File: config.mk
export PLATFORM = sky130hd
export DESIGN_NAME = ring_cntr_gen
export DESIGN_NICKNAME = d
export VERILOG_FILES = /design/src/rtl/ring_cntr_gen.sv
export SDC_FILE = /design/constraint.sdc
export NUM_CORES = 1
export LEC_CHECK = 0
export BUFFER_PORTS_ARGS = -buffer_cell sky130_fd_sc_hd__buf_2
export CORE_UTILIZATION = 54
export DETAILED_ROUTE_END_ITERATION = 10
export PLACE_DENSITY = 0.78
export SLEW_MARGIN = 40
export SYNTH_ARGS = -nofsm -noshare
export SYNTH_HDL_FRONTEND = slang
export SYNTH_SLANG_ARGS = --single-unit
File: constraint.sdc
create_clock -name i_clk -period 2.6 [get_ports i_clk]
set_input_delay 0.52 -clock i_clk [delete_from_list [all_inputs] [get_ports i_clk]]
set_output_delay 0.52 -clock i_clk [all_outputs]
set_load 0.02 [all_outputs]
File: src/rtl/ring_cntr_gen.sv
// ring_cntr_gen: run-time selectable one-hot ring / Johnson counter.
// The pattern register and a binary step index advance together, so q
// always equals the decoded pattern of idx. A registered terminal-count
// pulse marks each wrap of the sequence. A registered error pulse flags a
// load whose index lies outside the active period.
module ring_cntr_gen #(
   parameter int N  = 4,
   parameter int IW = $clog2(2*N)
) (
   input  logic          i_clk,
   input  logic          i_rst_n,
   input  logic          i_en,
   input  logic          i_dir,
   input  logic          i_mode,
   input  logic          i_load,
   input  logic [IW-1:0] i_load_idx,
   output logic [N-1:0]  o_q,
   output logic [IW-1:0] o_idx,
   output logic          o_tc,
   output logic          o_err
);

   // Last legal index for each mode (period minus one).
   localparam logic [IW-1:0] RING_LAST = IW'(N-1);
   localparam logic [IW-1:0] JOHN_LAST = IW'(2*N-1);

   logic [N-1:0]  r_q;
   logic [IW-1:0] r_idx;
   logic          r_tc;
   logic          r_err;
   logic          r_mode_q;

   logic [N-1:0]  w_q_nxt;
   logic [IW-1:0] w_idx_nxt;
   logic          w_tc_nxt;
   logic          w_err_nxt;
   logic          w_mode_nxt;
   logic [IW-1:0] w_last;

   // Decoded pattern for step index k. Ring: a single bit at (N-k) mod N.
   // Johnson: the top k bits are set for k <= N; beyond that the set region
   // shrinks to the low 2N-k bits.
   function automatic logic [N-1:0] f_pattern(input logic m, input logic [IW-1:0] k);
      logic [N-1:0] p;
      int           kk;
      p  = '0;
      kk = int'(k);
      for (int b = 0; b < N; b++) begin
         if (!m)
            p[b] = (kk == 0) ? (b == 0) : (b == N - kk);
         else if (kk <= N)
            p[b] = (b >= N - kk);
         else
            p[b] = (b < 2*N - kk);
      end
      return p;
   endfunction

   assign w_last = r_mode_q ? JOHN_LAST : RING_LAST;

   // Next-state selection: mode change beats load, load beats step, else hold.
   always_comb begin
      w_q_nxt    = r_q;
      w_idx_nxt  = r_idx;
      w_tc_nxt   = 1'b0;
      w_err_nxt  = 1'b0;
      w_mode_nxt = r_mode_q;
      if (i_mode != r_mode_q) begin
         // Restart from the new mode's seed; any load or step is dropped.
         w_mode_nxt = i_mode;
         w_q_nxt    = f_pattern(i_mode, '0);
         w_idx_nxt  = '0;
      end else if (i_load) begin
         if (i_load_idx <= w_last) begin
            w_q_nxt   = f_pattern(r_mode_q, i_load_idx);
            w_idx_nxt = i_load_idx;
         end else begin
            w_err_nxt = 1'b1;
         end
      end else if (i_en) begin
         // The feedback bit is inverted only in Johnson mode.
         if (!i_dir) begin
            w_q_nxt = {r_q[0] ^ r_mode_q, r_q[N-1:1]};
            if (r_idx == w_last) begin
               w_idx_nxt = '0;
               w_tc_nxt  = 1'b1;
            end else begin
               w_idx_nxt = r_idx + IW'(1);
            end
         end else begin
            w_q_nxt = {r_q[N-2:0], r_q[N-1] ^ r_mode_q};
            if (r_idx == '0) begin
               w_idx_nxt = w_last;
               w_tc_nxt  = 1'b1;
            end else begin
               w_idx_nxt = r_idx - IW'(1);
            end
         end
      end
   end

   // State register with synchronous active-low reset to the sampled mode's seed.
   always_ff @(posedge i_clk) begin
      if (!i_rst_n) begin
         r_q      <= f_pattern(i_mode, '0);
         r_idx    <= '0;
         r_tc     <= 1'b0;
         r_err    <= 1'b0;
         r_mode_q <= i_mode;
      end else begin
         r_q      <= w_q_nxt;
         r_idx    <= w_idx_nxt;
         r_tc     <= w_tc_nxt;
         r_err    <= w_err_nxt;
         r_mode_q <= w_mode_nxt;
      end
   end

   assign o_q   = r_q;
   assign o_idx = r_idx;
   assign o_tc  = r_tc;
   assign o_err = r_err;

endmodule
* After elaboration in Yosys (flattened, before gate mapping)
Index checks and enable logic that the tools add are counted.
** Word-level totals
- Output and inout port bits :: 9
- Input bits :: 9
- Register bits after elaboration :: 10
** Cells by class
- Muxes and demuxes :: 32
- Equality and inequality tests :: 9
- Reduce and logical (&&, ||, !) cells :: 9
- Add/sub/neg operators :: 4
- Order comparisons :: 10
- Bitwise operators :: 5
** Operators by type and width (count)
- 32-bit logical NOT :: 1
- 1-bit 2-to-1 mux :: 21
- 3-bit 2-to-1 mux :: 7
- 4-bit 2-to-1 mux :: 4
- 3-bit by 5-bit < comparator with 1-bit output (first input constant) :: 2
- 3-bit by 4-bit equality test with 1-bit output (first input constant) :: 2
- 3-bit by 4-bit greater-or-equal comparator with 1-bit output (first input constant) :: 2
- 3-bit logical NOT :: 2
- 1-bit by 5-bit < comparator with 1-bit output (first input constant) :: 1
- 2-bit by 5-bit < comparator with 1-bit output (first input constant) :: 1
- 4-bit by 3-bit subtractor with 5-bit output (first input constant) :: 1
- 2-bit by 4-bit equality test with 1-bit output (first input constant) :: 1
- 1-bit by 4-bit greater-or-equal comparator with 1-bit output (first input constant) :: 1
- 2-bit by 4-bit greater-or-equal comparator with 1-bit output (first input constant) :: 1
- 2-bit by 1-bit != test with 1-bit output (second input constant) :: 2
- 4-bit by 1-bit != test with 1-bit output (second input constant) :: 1
- 4-bit by 2-bit != test with 1-bit output (second input constant) :: 1
- 2-bit AND reduction :: 2
- 4-bit OR reduction :: 1
- 3-bit by 3-bit subtractor with 4-bit output (first input constant) :: 1
- 3-bit by 1-bit adder with 3-bit output (second input constant) :: 1
- 3-bit equality test :: 1
- 3-bit <= comparator :: 1
- 3-bit <= comparator (second input constant) :: 1
- 7 further kinds :: 10

* Longest topological paths before layout
Gate-level depths: netlist (run 1).
- Depth after elaboration :: 8
- Gate-level depth with buffers :: 10
- Mapped depth without buffers :: 9

* Worst setup path before layout (run 1)
No wires, ideal clock.
- Path type :: input -> register
- From :: in i_load_idx[0]
- To :: reg r_q[0] (netlist: o_q[0]), data pin
- Path slack :: 0.324 ns
- Stages on the path :: 9
- Required time :: 2.339 ns
- Arrival :: 2.015 ns
- Cell sequence :: buf_2 -> inv_1 -> ha_1 -> ha_1 -> inv_1 -> nand2_1 -> o41ai_1 -> a211oi_1 -> a221o_1
** Between the ends
- Cells in the longest elaborated chain, start to end :: 8
- Elaborated cells between the ends (all ways) :: 14
- Those cells by class :: add/sub (2); order compare (3); mux (7); reduce/logical (2)
** Ends and longest elaborated chain
- from (decl) :: RTL line 16 : input logic [IW-1:0] i_load_idx,
- 4-bit by 3-bit subtractor with 5-bit output / 3-bit by 3-bit subtractor with 4-bit output (equally long branches) :: RTL line 54, 50, 52
- 1-bit by 5-bit < comparator with 1-bit output, or another cell as far along :: RTL line 54 : p[b] = (b < 2*N - kk);
- 1-bit 2-to-1 mux, on equally long branches :: RTL line 51, 50
- 1-bit 2-to-1 mux (*) :: RTL line 49 : if (!m)
- 4-bit 2-to-1 mux (*) :: RTL line 74 : if (i_load_idx <= w_last) begin
- 4-bit 2-to-1 mux (*) :: RTL line 73 : end else if (i_load) begin
- 1-bit 2-to-1 mux (*) :: RTL line 68 : if (i_mode != r_mode_q) begin
- 1-bit 2-to-1 mux (*) :: RTL line 104 : if (!i_rst_n) begin
- to (signal assigned) :: RTL line 105 : r_q <= f_pattern(i_mode, '0);
- to (signal assigned) :: RTL line 111 : r_q <= w_q_nxt;
- to (decl) :: RTL line 27 : logic [N-1:0] r_q;
Mark *: on every way between the ends. The rest lies on a longest branch, timed or not. The select of a mux whose other input is x is not followed.
A chain may end at the register's enable or synchronous reset.

* Final worst setup path (run 1)
Ends and elaborated chain as after synthesis.

==> results.sh, run 1 <==
export IMPL_synth_edf_count=2
export IMPL_die_h_um=43.4
export IMPL_antenna_found_initial=0
export IMPL_critical_path_class="input port to register"
export IMPL_dieArea_um2=1880
export IMPL_cts_repair_resized=0
export IMPL_ys_async_sr_fraction=0
export IMPL_power_density_cell_area_nw_per_um2=441
export IMPL_required_ps=2620
export IMPL_fin_tns_setup_ps=0
export IMPL_synthDistinctLibCells=37
export IMPL_p_leak_uw=0.000468
export IMPL_crit_path_end_kind="register"
export IMPL_netlist_instances=125
export IMPL_ioPinCount=18
export IMPL_dp_slack_ps=62.0
export IMPL_cts_buffer_depth=2
export IMPL_globalplace_congestion=0.941
export IMPL_num_antenna_cells=0
export IMPL_clkSinkCount=10
export IMPL_rsz0062_at_grt="false"
export IMPL_portBuffers=17
export IMPL_die_x_um=43.4
export IMPL_yosysWarnings=0
export IMPL_start_util=0.592
export IMPL_arrival_ps=2280
export IMPL_placed_area_um2=1020
export IMPL_rows=14
export IMPL_maxCapViolCount=0
export IMPL_clock_skew_ps=5.70
export IMPL_core_area_um2=1560
export IMPL_setup_viol=0
export IMPL_cts_tree="built"
export IMPL_drc=4
export IMPL_synth_avg_cell_area_um2=7.39
export IMPL_initialDrtViolationCount=34
export IMPL_syn_area_um2=923
export IMPL_final_cells=159
export IMPL_finalWorstSetupSlack_ps=344
export IMPL_crit_fanout=10
export IMPL_hold_slack_ps=476
export IMPL_routedWlPerCell_um=13.7
export IMPL_final_area_um2=1050
export IMPL_viasPerCell=6.02
export IMPL_vias=957
export IMPL_violations="design-rule violations"
export IMPL_finalCritPeriodShare=0.868
export IMPL_clkLatencyLatePin_ps=270
export IMPL_grt_use_total=0.257
export IMPL_min_period_ps=2260
export IMPL_ys_flop_type="dfxtp_1"
export IMPL_drive_gt1_frac=0.168
export IMPL_ys_ff_latch=10
export IMPL_slew_viol_final=0
export IMPL_nNetsFinal=164
export IMPL_htreeDepth=1
export IMPL_relSlewSlack=0.762
export IMPL_status="complete, but fails checks"
export IMPL_ys_seq_area_frac=0.238
export IMPL_hold_class="input port to register"
export IMPL_syn_nets=145
export IMPL_wl_mm=2.18
export IMPL_fmax_mhz=443
export IMPL_grt_max_degree=17
export IMPL_startpoint_type="input port"
export IMPL_firstDrtPassIters=7
export IMPL_ant_nets=0
export IMPL_grt_overflow=0
export IMPL_placed_cells=155
export IMPL_numCtsBuffers=3
export IMPL_postCtsSetupRepairBufs=0
export IMPL_clkSlewWorstSetupHoldPaths_ps=70
export IMPL_area_delta_synth_final_pct=13.4
export IMPL_cts_root_buf="clkbuf_4"
export IMPL_dp_hpwl_mm=1.66
export IMPL_worst_pin_slew_ps=353
export IMPL_grt_pass1_wl_mm=3.56
export IMPL_hold_violations=0
export IMPL_grt_pass1_vias=863
export IMPL_cts_hold_buf=0
export IMPL_max_vdd_ir_drop_v=0.000237
[power by group]
part / total, uW / internal, uW / switching (uW)
Combinational: 168 / 63.6 / 104
Sequential: 181 / 171 / 9.93
Clock: 113 / 55.6 / 57.7
[cell type report]
| cell class | count | area, um2 |
|---|---|---|
| multi-input cells | 97 | 632 |
| fillers | 153 | 512 |
| flip-flops and latches | 10 | 220 |
| repair buffers | 19 | 100 |
| inverters | 13 | 48.8 |
| clock buffers | 3 | 22.5 |
| well taps | 16 | 20.0 |
| clock inverters | 1 | 3.75 |
[critical path, cell delays in order]
cell and delay [ps]:
buf_2 180, inv_1 130, ha_1 240, ha_1 330, inv_1 100, nand2_1 70
o41ai_1 320, a211oi_1 110, a221o_1 280
[cell usage after synthesis, drive strengths merged, types with 2 or more instances]
cell / count / area (um2)
inv: 13 / 48.8
ha: 11 / 138
nor2: 11 / 41.3
nand2: 10 / 40.0
a21oi: 9 / 45.0
o21ai: 9 / 45.0
dfxtp: 8 / 160
nor3: 7 / 35.0
a31oi: 6 / 37.5
nand2b: 4 / 25.0
a211oi: 3 / 22.5
buf: 3 / 15.0
nand3: 3 / 15.0
nor2b: 3 / 18.8
and2: 2 / 12.5
clkbuf: 2 / 7.51
edfxtp: 2 / 60.1
nand4: 2 / 12.5
[layer usage]
metal | GRT usage | share of wire
met2 | 0.394 | 0.45
met3 | 0.0500 | 0.056
met5 | 0 | 0
met1 | 0.323 | 0.47
met4 | 0.181 | 0.028
[cells in the final DEF (no fill, tap or decap)]
master / n
nand4_1: 2
o22ai_1: 1
buf_2: 17
clkinv_1: 1
o41ai_1: 1
xor2_1: 1
xnor2_1: 1
ha_1: 11
o311a_1: 1
buf_4: 2
and2_1: 2
o311ai_0: 1
nor2_1: 11
o21ai_0: 8
o221ai_1: 1
nand2b_1: 4
a21oi_1: 9
nor2b_1: 3
a211oi_1: 3
and3_1: 1
nor3_1: 7
a311oi_1: 1
inv_1: 13
o21ai_1: 1
nand2_2: 1
a211o_1: 1
edfxtp_1: 2
nand3_1: 3
mux2_2: 1
a22oi_1: 1
clkbuf_4: 3
o32ai_1: 1
a221o_1: 1
a31o_1: 1
or3_1: 1
a31oi_1: 6
dfxtp_1: 8
nand2_1: 9
o211ai_1: 1
[state kept, by name (all words and copies together), names as in the netlist]
| name | flops |
|---|---|
| o_err | 1 |
| r_mode_q | 1 |
| o_q | 4 |
| o_tc | 1 |
| o_idx | 3 |
[stage by stage]
stage          total power (uW)  utilization
3_5_place_dp                349        0.655
3_3_place_gp                345        0.655
5_1_grt                     492        0.672
4_1_cts                     462        0.672
6_report                    462        0.672
2_1_floorplan               302            -
[worst paths after layout]
kind                               startpoint        to  slack (ps)  cells past startpoint
worst max-delay path            i_load_idx[0]    o_q[0]         340                      9
worst max register to register       r_mode_q  o_idx[2]         670                      7
worst min-delay path                   i_mode  r_mode_q         480                      1
worst min register to register         o_q[2]    o_q[2]         510                      2
[kinds of logic after synthesis]
group,share of synthesized area
AND/OR/NAND/NOR,0.230
AO/OA/AOI/OAI,0.274
buffers and inverters,0.0772
adder cells (fa/ha/maj),0.149
flip-flops,0.238
XOR/XNOR,0.0190
multiplexers,0.0122
(Power assumes the default switching activity.)
==> run 2, diff against run 1 <==
==> constraint.sdc (replaced) <==
create_clock -name i_clk -period 2.6 [get_ports i_clk]
set_input_delay 0.39 -clock i_clk [delete_from_list [all_inputs] [get_ports i_clk]]
set_output_delay 0.39 -clock i_clk [all_outputs]
set_load 0.02 [all_outputs]
==> run 2 against run 1 <==
- the flow still finishes with violations (design-rule violations)
- routed wire length up 2.4%
- flip-flop and latch count unchanged
- count of clock-buffer cells in the layout unchanged
- cell count unchanged
- power up 0.51%
- sequential power about the same
- first-iteration DRC count up 41%
- critical endpoint unchanged
==> results.sh, run 2 (same netlist as run 1, synthesis figures left out) <==
export IMPL_rows=14
export IMPL_final_common_cell="buf_2"
export IMPL_violations="design-rule violations"
export IMPL_die_h_um=43.4
export IMPL_grt_use_total=0.263
export IMPL_clock_skew_ps=6.90
export IMPL_dp_hpwl_mm=1.69
export IMPL_globalplace_congestion=0.942
export IMPL_cpPeakStageDelay_ps=340
export IMPL_vias=986
export IMPL_ioPinCount=18
export IMPL_crit_slowest_cell="o41ai_1"
export IMPL_crit_path_end_kind="register"
export IMPL_portBuffers=17
export IMPL_hold_slack_ps=347
export IMPL_cts_repair_resized=0
export IMPL_drc=4
export IMPL_largest_register_ffs=4
export IMPL_hold_violations=0
export IMPL_rsz0062_at_grt="false"
export IMPL_maxCapViolCount=0
export IMPL_placed_cells=155
export IMPL_arrival_ps=2170
export IMPL_n_fill_cell=146
export IMPL_wl_mm=2.23
export IMPL_area_delta_synth_final_pct=13.4
export IMPL_relSlewSlack=0.752
export IMPL_routedWlPerCell_um=14.0
export IMPL_dieArea_um2=1880
export IMPL_viasPerCell=6.20
export IMPL_clkLatencyLatePin_ps=270
export IMPL_num_antenna_cells=0
export IMPL_nNetsFinal=164
export IMPL_final_cells=159
export IMPL_finalWorstSetupSlack_ps=449
export IMPL_max_vdd_ir_drop_v=0.000217
export IMPL_ant_nets=0
export IMPL_critical_path_class="input port to register"
export IMPL_die_x_um=43.4
export IMPL_start_util=0.592
export IMPL_cts_hold_buf=0
export IMPL_antenna_found_initial=0
export IMPL_fin_tns_setup_ps=0
export IMPL_status="complete, but fails checks"
export IMPL_grt_pass1_wl_mm=3.71
export IMPL_startpoint_type="input port"
export IMPL_power_density_cell_area_nw_per_um2=443
export IMPL_cts_tree="built"
export IMPL_initialDrtViolationCount=48
export IMPL_postCtsSetupRepairBufs=0
export IMPL_cts_root_buf="clkbuf_4"
export IMPL_crit_fanout=10
export IMPL_drive_gt1_frac=0.168
export IMPL_grt_pass1_vias=899
export IMPL_min_period_ps=2150
export IMPL_dp_slack_ps=219
export IMPL_grt_overflow=0
export IMPL_clkSinkCount=10
export IMPL_fmax_mhz=465
export IMPL_clkSlewWorstSetupHoldPaths_ps=70
export IMPL_slew_viol_final=0
export IMPL_power_uw=464
export IMPL_firstDrtPassIters=7
export IMPL_p_leak_uw=0.000468
export IMPL_final_cell_mix="buf_2 (17), inv_1 (13), nor2_1 (11), ha_1 (11)"
export IMPL_worst_pin_slew_ps=367
export IMPL_core_area_um2=1560
export IMPL_crit_chain="buf_2, inv_1, ha_1, ha_1, inv_1, nand2_1, o41ai_1, a211oi_1, a221o_1"
export IMPL_required_ps=2620
export IMPL_grt_max_degree=17
export IMPL_setup_viol=0
export IMPL_htreeDepth=1
export IMPL_cts_buffer_depth=2
export IMPL_hold_class="input port to register"
export IMPL_finalCritPeriodShare=0.827
export IMPL_numCtsBuffers=3
run 2: cell counts in the layout (fill, tap and decap cells not counted):
No cell type changed its count.
run 2: layout make-up:
cell class | count | area (um2) | area share
well taps | 16 | 20.0 | 0.0191
repair buffers | 19 | 100 | 0.0956
flip-flops and latches | 10 | 220 | 0.210
clock buffers | 3 | 22.5 | 0.0215
multi-input cells | 97 | 632 | 0.603
inverters | 13 | 48.8 | 0.0466
clock inverters | 1 | 3.75 | 0.00358
run 2: routing by layer:
metal	GRT usage	share of wire
met2	0.424	0.46
met5	0	0
met3	0.0542	0.068
met1	0.319	0.44
met4	0.169	0.032
run 2: critical path, delay by kind of cell:
family                   cells  cell delay (ps)
adder cells (fa/ha/maj)      2              560
buffers and inverters        3              410
AND/OR/NAND/NOR              1               80
AO/OA/AOI/OAI                3              720
run 2: where the power goes:
group	internal, uW	switching [uW]
registers	171	10.8
clock network	55.6	57.8
logic	63.6	105
run 2: final timing paths:
path	from	end	slack (ps)	cells after the start
max	i_load_idx[0]	o_q[0]	450	9
min	i_mode	r_mode_q	350	1
max reg2reg	r_mode_q	o_idx[0]	640	6
min reg2reg	o_q[2]	o_q[2]	520	2
run 2: through the flow:
step	util	instance area [um2]
4_1_cts	0.672	1050
6_report	0.672	1050
3_5_place_dp	0.655	1020
2_1_floorplan	-	923
5_1_grt	0.672	1050
3_3_place_gp	0.655	1020
==> run 3, diff against run 2 <==
--- a/config.mk
+++ b/config.mk
@@ -6,9 +6,9 @@
 export NUM_CORES = 1
 export LEC_CHECK = 0
 export BUFFER_PORTS_ARGS = -buffer_cell sky130_fd_sc_hd__buf_2
-export CORE_UTILIZATION = 54
+export CORE_UTILIZATION = 48
 export DETAILED_ROUTE_END_ITERATION = 10
-export PLACE_DENSITY = 0.78
+export PLACE_DENSITY = 0.74
 export SLEW_MARGIN = 40
 export SYNTH_ARGS = -nofsm -noshare
 export SYNTH_HDL_FRONTEND = slang
==> constraint.sdc (replaced) <==
create_clock -name i_clk -period 1.9 [get_ports i_clk]
set_input_delay 0.285 -clock i_clk [delete_from_list [all_inputs] [get_ports i_clk]]
set_output_delay 0.285 -clock i_clk [all_outputs]
set_load 0.02 [all_outputs]
==> run 3 against run 2 <==
- the run now ends clean
- sequential power rose by 37%
- cell area grew 8.6%
- count of clock-buffer cells in the layout increased by 1
- global-route usage shrank 0.76 points
- clock skew is 5.0 ps higher
- routed wire length rose by 7.1%
- critical path depth decreased by 2
- cell count rose by 11%
- flip-flop and latch count stayed put
- hold slack got worse by 110 ps
- largest cell class unchanged
- highest routed layer unchanged
==> results.sh, run 3 (same netlist as run 1, synthesis figures left out) <==
export IMPL_r2r_cells=7
export IMPL_grt_overflow=0
export IMPL_final_common_cell="buf_2"
export IMPL_firstDrtPassIters=4
export IMPL_crit_fanout=10
export IMPL_cts_buffer_depth=2
export IMPL_die_h_um=45.9
export IMPL_cts_root_buf="clkbuf_4"
export IMPL_clock_power_share=0.244
export IMPL_nNetsFinal=172
export IMPL_final_cells=176
export IMPL_globalplace_congestion=0.947
export IMPL_met2_length_mm=1.17
export IMPL_finalCritPeriodShare=0.917
export IMPL_viasPerCell=5.78
export IMPL_portBuffers=17
export IMPL_p_switching_uw=243
export IMPL_clkLatencyLatePin_ps=270
export IMPL_rsz0062_at_grt="false"
export IMPL_core_area_um2=1760
export IMPL_grt_pass1_vias=849
export IMPL_final_area_um2=1140
export IMPL_start_util=0.523
export IMPL_htreeDepth=1
export IMPL_largest_register_ffs=4
export IMPL_slew_viol_final=0
export IMPL_crit_path_end_kind="register"
export IMPL_worst_pin_slew_ps=335
export IMPL_cts_hold_buf=0
export IMPL_drive_gt1_frac=0.238
export IMPL_die_x_um=45.9
export IMPL_arrival_ps=1920
export IMPL_rows=15
export IMPL_critical_path_class="register to register"
export IMPL_ioPinCount=18
export IMPL_num_antenna_cells=0
export IMPL_status="complete, no violations"
export IMPL_numCtsBuffers=3
export IMPL_fmax_mhz=574
export IMPL_clkSinkCount=10
export IMPL_cts_tree="built"
export IMPL_clock_skew_ps=11.9
export IMPL_p_leak_uw=0.000504
export IMPL_p_comb_frac=0.379
export IMPL_drc=0
export IMPL_relSlewSlack=0.774
export IMPL_cts_repair_resized=0
export IMPL_required_ps=2070
export IMPL_max_vdd_ir_drop_v=0.000364
export IMPL_final_cell_mix="buf_2 (17), inv_1 (12), nor2_1 (11), buf_4 (10)"
export IMPL_routedWlPerCell_um=13.6
export IMPL_dieArea_um2=2100
export IMPL_placed_area_um2=1110
export IMPL_maxCapViolCount=0
export IMPL_hold_violations=0
export IMPL_p_int_uw=418
export IMPL_min_period_ps=1740
export IMPL_seqPwrFrac=0.377
export IMPL_hold_class="input port to register"
export IMPL_startpoint_type="register"
export IMPL_hold_depth=1
export IMPL_vias=1017
export IMPL_area_delta_synth_final_pct=23.2
export IMPL_clkSlewWorstSetupHoldPaths_ps=80
export IMPL_wl_met3_um=126
export IMPL_switching_share=0.367
export IMPL_ant_nets=0
export IMPL_grt_use_total=0.256
export IMPL_power_density_cell_area_nw_per_um2=581
export IMPL_grt_pass1_wl_mm=3.75
export IMPL_wl_mm=2.39
export IMPL_antenna_found_initial=0
export IMPL_route_layer_met1_wl_mm=1.08
export IMPL_dp_hpwl_mm=1.76
export IMPL_hold_slack_ps=239
export IMPL_highest_layer="met4"
export IMPL_initialDrtViolationCount=49
export IMPL_setup_viol=0
export IMPL_placed_cells=172
export IMPL_postCtsSetupRepairBufs=0
export IMPL_grt_max_degree=17
-- run 3: final timing paths --
| check | start | end | slack (ps) |
|---|---|---|---|
| max | r_mode_q | o_idx[0] | 160 |
| min reg2reg | o_q[2] | o_q[2] | 500 |
| min | i_mode | r_mode_q | 240 |
| max reg2reg | r_mode_q | o_idx[0] | 160 |
-- run 3: layout make-up --
cell class | instances | area, um2
multi-input combinational | 97 | 651
tap | 25 | 31.3
inverter | 13 | 48.8
timing repair buffer | 27 | 160
clock buffer | 4 | 26.3
sequential | 10 | 220
fill | 175 | 627
-- run 3: per-layer routing --
metal	vias up	track usage
li1	507	-
met1	471	0.319
met2	37	0.434
met3	2	0.0476
met4	0	0.0882
met5	-	0
-- run 3: power by group through the flow --
stage	Combinational (uW)	Sequential (uW)	Clock (uW)
global placement	241	253	0
detailed placement	244	254	0
floorplan	149	267	0
CTS	247	249	166
global route	280	252	176
finish	250	249	161
-- run 3: critical path, cell delays in order, from the launching register on --
cell and delay (ps):
edfxtp_1 430, inv_1 100, ha_1 240, a31oi_1 250, o21ai_2 120, nand2_2 190, a21oi_1 90, a311oi_1 230
-- run 3: per-stage QoR --
step,total power [uW],utilization,setup slack (ps),setup TNS (ps)
finish,661,0.645,158,0
global route,708,0.645,45.8,0
CTS,663,0.643,134,0
detailed placement,499,0.628,-39.7,-39.7
global placement,493,0.628,12.0,0
floorplan,417,-,6.50,0
